## config.mk

```make
export PLATFORM = sky130hd
export DESIGN_NAME = output_display_driver
export DESIGN_NICKNAME = d
export VERILOG_FILES = /design/src/rtl/output_display_driver.sv
export SDC_FILE = /design/constraint.sdc
export NUM_CORES = 1
export LEC_CHECK = 0
export CAP_MARGIN = 30
export CORE_AREA = 4 4 100 83
export DETAILED_ROUTE_END_ITERATION = 16
export DIE_AREA = 0 0 104 87
export HOLD_SLACK_MARGIN = 0.06
export SETUP_SLACK_MARGIN = 0.4
export SLEW_MARGIN = 0
export SYNTH_ARGS = -nofsm -noshare
export SYNTH_HDL_FRONTEND = slang
export SYNTH_SLANG_ARGS = --single-unit
```

## constraint.sdc

```tcl
create_clock -name clk -period 4.1 [get_ports clk]
set_clock_uncertainty 0.1 [all_clocks]
set_input_delay 0.82 -clock clk [delete_from_list [all_inputs] [get_ports clk]]
set_output_delay 0.82 -clock clk [all_outputs]
set_load 0.01 [all_outputs]
```

## src/rtl/output_display_driver.sv

```systemverilog
// Resynchronises and debounces the CPU result, keeps a 4-deep history of distinct
// committed values and scans them onto a 4-digit active-low seven-segment display.
module output_display_driver #(
   parameter int unsigned DATA_WIDTH   = 4,
   parameter int unsigned STABLE_CNT   = 4,
   parameter int unsigned REFRESH_BITS = 17
) (
   input  logic                  clk,
   input  logic                  reset,
   input  logic [DATA_WIDTH-1:0] data_in,
   input  logic                  hold,
   input  logic                  clear,
   output logic [6:0]            seg,
   output logic                  dp,
   output logic [3:0]            an,
   output logic [7:0]            change_count
);

   localparam int unsigned CNT_W = $clog2(STABLE_CNT);
   localparam logic [CNT_W-1:0] CNT_MAX = CNT_W'(STABLE_CNT - 1);

   logic [DATA_WIDTH-1:0]   s1, s2, cand;
   logic [CNT_W-1:0]        cnt;
   logic [DATA_WIDTH-1:0]   d [4];
   logic [3:0]              v;
   logic                    commit;
   logic [REFRESH_BITS-1:0] refresh_cnt;
   logic [1:0]              sel;
   logic [6:0]              seg_nxt;
   logic                    dp_nxt;
   logic [3:0]              an_nxt;

   function automatic logic [6:0] hex_to_seg(input logic [3:0] h);
      logic [6:0] s;
      case (h)
         4'h0: s = 7'h40;
         4'h1: s = 7'h79;
         4'h2: s = 7'h24;
         4'h3: s = 7'h30;
         4'h4: s = 7'h19;
         4'h5: s = 7'h12;
         4'h6: s = 7'h02;
         4'h7: s = 7'h78;
         4'h8: s = 7'h00;
         4'h9: s = 7'h10;
         4'hA: s = 7'h08;
         4'hB: s = 7'h03;
         4'hC: s = 7'h46;
         4'hD: s = 7'h21;
         4'hE: s = 7'h06;
         default: s = 7'h0E;
      endcase
      return s;
   endfunction

   always_ff @(posedge clk or negedge reset) begin
      if (!reset) begin
         s1   <= '0;
         s2   <= '0;
         cand <= '0;
         cnt  <= '0;
      end else begin
         s1 <= data_in;
         s2 <= s1;
         if (s2 != cand) begin
            cand <= s2;
            cnt  <= '0;
         end else if (cnt != CNT_MAX) begin
            cnt <= cnt + CNT_W'(1);
         end
      end
   end

   // cnt stays saturated through hold/clear, so a stable candidate commits on release
   assign commit = (cnt == CNT_MAX) && !hold && !clear && (!v[0] || (cand != d[0]));

   always_ff @(posedge clk or negedge reset) begin
      if (!reset) begin
         for (int unsigned i = 0; i < 4; i++) d[i] <= '0;
         v            <= '0;
         change_count <= '0;
      end else if (clear) begin
         v            <= '0;
         change_count <= '0;
      end else if (commit) begin
         d[3]         <= d[2];
         d[2]         <= d[1];
         d[1]         <= d[0];
         d[0]         <= cand;
         v            <= {v[2:0], 1'b1};
         change_count <= change_count + 8'd1;
      end
   end

   assign sel = refresh_cnt[REFRESH_BITS-1 -: 2];

   always_comb begin
      an_nxt      = 4'b1111;
      an_nxt[sel] = 1'b0;
      seg_nxt     = v[sel] ? hex_to_seg(d[sel]) : 7'h7F;
      dp_nxt      = !((sel == 2'd0) && v[0]);
   end

   always_ff @(posedge clk or negedge reset) begin
      if (!reset) begin
         refresh_cnt <= '0;
         an          <= 4'b1111;
         seg         <= 7'h7F;
         dp          <= 1'b1;
      end else begin
         refresh_cnt <= refresh_cnt + REFRESH_BITS'(1);
         an          <= an_nxt;
         seg         <= seg_nxt;
         dp          <= dp_nxt;
      end
   end

endmodule

```

---- Word level (Yosys, flattened, before mapping) ----
Memory sizes are Yosys's and may differ from the RTL's.
Cells that the tools add are included.
storage, ports and cells
  output and inout port bits .............. 20
  input port bits ......................... 8
  flip-flop bits (word level) ............. 71
  memories ................................ 1
  word-level logic and storage cells ...... 56
  ROM bits ................................ 112
memory list
  memory           words  bits a word  rd ports  clocked after Yosys merged registers in  wr ports  line  RTL
  (no name shown)  16     7            1         0                                        0         35    case (h)
operators by class
  reduce and logical (&&, ||, !) cells .... 14
  equality and inequality tests ........... 4
  muxes and demuxes ....................... 14
  bitwise gates (word level) .............. 3
  order comparisons ....................... 3
  $add $sub $neg .......................... 3
operators by type and width
  operator                                                                              number
  17-bit by 1-bit adder with 17-bit output (second input constant)                      1
  4-bit two-way mux                                                                     4
  8-bit two-way mux                                                                     2
  8-bit by 1-bit adder with 8-bit output (second input constant)                        1
  4-bit binary-select mux with 2-bit select                                             1
  4-bit inequality test                                                                 2
  7-bit two-way mux                                                                     1
  1-bit logical AND                                                                     5
  1-bit zero test                                                                       4
  2-bit two-way mux                                                                     2
  4-bit NOT                                                                             1
  2-bit nonzero test                                                                    2
  3-bit greater-or-equal comparator (second input constant)                             1
  2-bit by 3-bit less-than comparator with 1-bit output (second input constant)         1
  2-bit NOT with 3-bit output                                                           1
  2-bit by 1-bit adder with 2-bit output (second input constant)                        1
  1-bit binary-select mux with 2-bit select                                             1
  1-bit demux with 2-bit select                                                         1
  2-bit equality test (second input constant)                                           1
  2-bit by 1-bit greater-or-equal comparator with 1-bit output (second input constant)  1
  2-bit zero test                                                                       1
  1-bit two-way mux                                                                     2
  2-bit inequality test (second input constant)                                         1
  2-bit AND reduction                                                                   1
  other kinds (2)                                                                       2

---- Longest topological paths before layout ----
  depth after elaboration ................. 6
  gate-level depth with buffers ........... 8
  mapped depth without buffers ............ 7

---- Worst setup path before layout ----
Ideal clock, no wire load.
  kind .................................... input to register
  start point ............................. input port clear
  end point ............................... register change_count[1]
  cell stages on the path ................. 5
  slack ................................... 1.921 ns
  arrival ................................. 1.954 ns
  buffers on the path ..................... 2
  data required time ...................... 3.875 ns
  setup time .............................. 0.125 ns
  cell sequence ........................... buf_2 > nor3b_2 > o21ai_2 > buf_6 > mux2_2
between the ends
  cells in the longest elaborated chain, start to end .. 4
  elaborated cells on any way between the ends .. 5
  classes of those cells .................. mux: 1; reduce/logical: 4
RTL lines
  item                            line  RTL
  start, declared                 12    input logic clear,
  1-bit zero test                 75    assign commit = (cnt == CNT_MAX) && !hold && !clear && (!v[0] || (cand != d[0]));
  1-bit logical AND (2 in a row)  75
  2-bit nonzero test (no line)    --
  end signal, assigned            91    change_count <= change_count + 8'd1;
  end, declared                   16    output logic [7:0] change_count
Several ways; a longest one is shown, not always the timed one.
A chain may end at the register's enable or synchronous reset.

---- Final worst setup path ----
  start point ............................. input port clear
  end point ............................... register d[6] (netlist bit)
between the ends
  cells in the longest elaborated chain, start to end .. 4
  elaborated cells on any way between the ends .. 5
  classes of those cells .................. bitwise: 1; reduce/logical: 4
RTL lines
  item                             line  RTL
  1-bit zero test                  75
  1-bit logical AND (2 in a row)   75
  2-bit AND reduction (no line) *  --
  end, declared                    24    logic [DATA_WIDTH-1:0] d [4];
Mark *: on every way between the ends. The rest lies on a longest branch, timed or not.

==> results.toml <==
[critical_path]
crit_path_cell_trace = "clkdlybuf4s50_1 -> buf_4 -> nor3b_2 -> o21ai_2 -> mux2_2"
required_ns = 4.22
cp-endpoint = "d[6]"
crit_path_max_incr_delay_ns = 0.41
critPathLaunch = "clear"
crit_family = "buffers and inverters"
worstPathArrival_ns = 2.55
path_depth = 5
slowest_stage = "nor3b_2"
crit_buf_inv = 2
start_kind = "input pin"
crit_path_max_fanout = 18
cp-end-kind = "flip-flop"
critical_path_class = "input pin to flip-flop"
r2r_start = "refresh_cnt[15]"
reg2reg_to = "seg[3]"
rrSetupSlack_ns = 1.80
rr_worst_depth = 7

[cts]
cts_tree = "yes"
cts_num_sinks = 71
postCtsSetupRepairBufs = 0
post_cts_resize_count = 0
ctsHoldBuffers = 0
worstSkewPairLatency_ns = 0.34
cts_buffers = 9
cts-root-buf = "clkbuf_8"
clk_pin_slew_worst_paths_ns = 0.07
cts_max_path_buffers = 2
h-tree-depth = 3

[route]
drc_errors = 0
drt_iter0_drc = 72
via_per_inst = 5.003
first_pass_iters = 4
postRouteAntennaNets = 0
vias = 1871
wire_per_inst_um = 13.61
wl_um = 5092

[logic_synthesis]
syn_inst = 251
synth_nets = 268
synthArstFlopShare_pct = 100.0
synth_seq_cells = 71
yosysSeqAreaShare_pct = 55.87
ys.flop_type = "dfrtp_1"
syn_area_per_cell_sq_um = 12.78
yosysWarnings = 0
yosysMostFrequentCell = "dfrtp_1"
synth_edf_count = 0
synth_area_leader_cell = "dfrtp_1"
yosys-top-cells-count = "dfrtp_1, mux2_2, xnor2_1"
syn_area_sq_um = 3207
synth_top_area_share_pct = 46.04
synth_cell_type_count = 35
ys_top_cells_by_area = "dfrtp_1, dfstp_2, mux2_2, xnor2_1, ha_1"

[power_and_ir_drop]
ir_drop_mv = 0.2553
power_w = 0.001364
internal_power_w = 0.001081
seqPwrFrac_pct = 52.2
p_per_area_nw_per_um2 = 363.3
switchingPower_w = 0.0002837
p_leak_nw = 1.674
pwr-share-comb_pct = 2.6
power_frac_clock_pct = 45.2
switching_share_pct = 20.79

[sta]
finalCriticalPeriod_ns = 2.428
grt_setup_unrepaired = "no"
final-hold-violation-count = 0
fin_crit_sh_pct = 59.21
maxSlewHeadroom_pct = 43.14
tightest_slew_ns = 0.8529
fmax_mhz = 411.9
setup_viol = 0
setup_tns_ns = 0
slew_viol_final = 0

[global_routing]
grt_max_degree = 35
grt_overflow = 0
antenna_found_initial = 0
grt_pass1_vias = 1939
grt_pass1_wl_um = 9397
grt.total_usage_pct = 13.10

[placed_design]
routabilityCongestion = 0.7437
placed_cells = 358
port_buffers = 27
hpwl_um = 3558

[finish]
nets = 296
fin_util_pct = 51.53
antennaDiodeCount = 0
instances_no_fill = 374
drive_above_1_share_pct = 21.48
area_delta_synth_final_pct = 17.09

[job]
maxCapViolCount = 0

[die]
die_y_um = 87
design.core.area_sq_um = 7287
num_rows = 28
die_area_sq_um = 9048
io_pins = 28
die_x_um = 104
initial_core_util_pct = 44.01

[status]
status = "complete, no violations"

[worst_hold_path]
hold_path.class = "flip-flop to flip-flop"
cells by family (layout without fill, tap and decap cells):
family          Yosys count  count (layout)  synth area share [%]
mux                      37              37                 15.10
compound gates           19              19                 3.823
fa+ha+maj                 9               9                 3.512
xor+xnor                 24              24                 6.555
flops                    71              71                 55.87
simple gates             71              71                 11.98
buf+inv                  20              53                 3.160
worst register-to-register path, stage by stage (launching register included):
cell	delay, ns
dfrtp_1	0.63
mux4_1	0.74
inv_1	0.18
ha_1	0.27
inv_1	0.06
mux2i_1	0.12
mux2i_1	0.08
nand2_1	0.07
power groups by stage:
stage | registers [W] | clock network (W) | logic, W
after floorplan | 0.000724 | 0 | 0.0000143
final | 0.000712 | 0.000616 | 0.0000358
after detailed placement | 0.000725 | 0 | 0.0000377
after global placement | 0.000725 | 0 | 0.0000372
after global routing | 0.000713 | 0.000668 | 0.0000426
after CTS | 0.000712 | 0.000638 | 0.0000378
area by class of cell:
type	instances	area (sq um)
flip-flops and latches	71	1792
inverters	7	26.28
fillers	633	3532
well taps	90	112.6
repair buffers	30	287.8
multi-input cells	160	1314
clock buffers	11	141.4
clock inverters	5	81.33
through the flow:
stage               setup WS, ns  hold WS [ns]  cell area [sq um]
CTS                        1.673        0.2528               3755
global route               1.585        0.2746               3755
detailed placement         1.315        0.2347               3532
floorplan                  1.921        0.2312               3207
global placement           1.323        0.2349               3532
finish                     1.672        0.2490               3755
cell usage in the layout (no fill, tap or decap), drive strengths merged, types with 5 or more instances in the layout:
master	Yosys	final
and3	5	5
mux2i	6	6
xor2	6	6
mux4	5	5
nand2	14	14
clkbuf	6	11
dfrtp	59	59
nand3	5	5
clkdlybuf4s50	0	26
inv	7	7
mux2	26	26
a21oi	9	9
nor2b	10	10
dfstp	12	12
nand4	9	9
nor2	15	15
ha	9	9
xnor2	18	18
worst min-delay path by stage:
stage	from	to	slack [ns]	cells past startpoint
after floorplan	s1[0]	s2[0]	0.23	0
after global placement	s1[2]	s2[2]	0.23	0
after detailed placement	s1[2]	s2[2]	0.23	0
after CTS	s1[2]	s2[2]	0.25	0
after global routing	s1[0]	s2[0]	0.27	0
final	s1[1]	s2[1]	0.25	0
registers in the layout, indices dropped and copies added (netlist names):
signal        flops
refresh_cnt      17
d                16
change_count      8
seg               7
an                4
cand              4
s1                4
s2                4
v                 4
cnt               2
dp                1
layer usage:
| layer | wire length [um] | vias up | GRT usage (%) | share of wire [%] |
|---|---|---|---|---|
| met5 | 0 | - | 0 | 0 |
| met2 | 2121 | 33 | 19.76 | 42 |
| met4 | 63 | 0 | 4.106 | 1.2 |
| met3 | 228 | 7 | 5.411 | 4.5 |
| met1 | 2679 | 908 | 17.38 | 53 |
| li1 | - | 923 | - | - |
(Power assumes the default switching activity.)
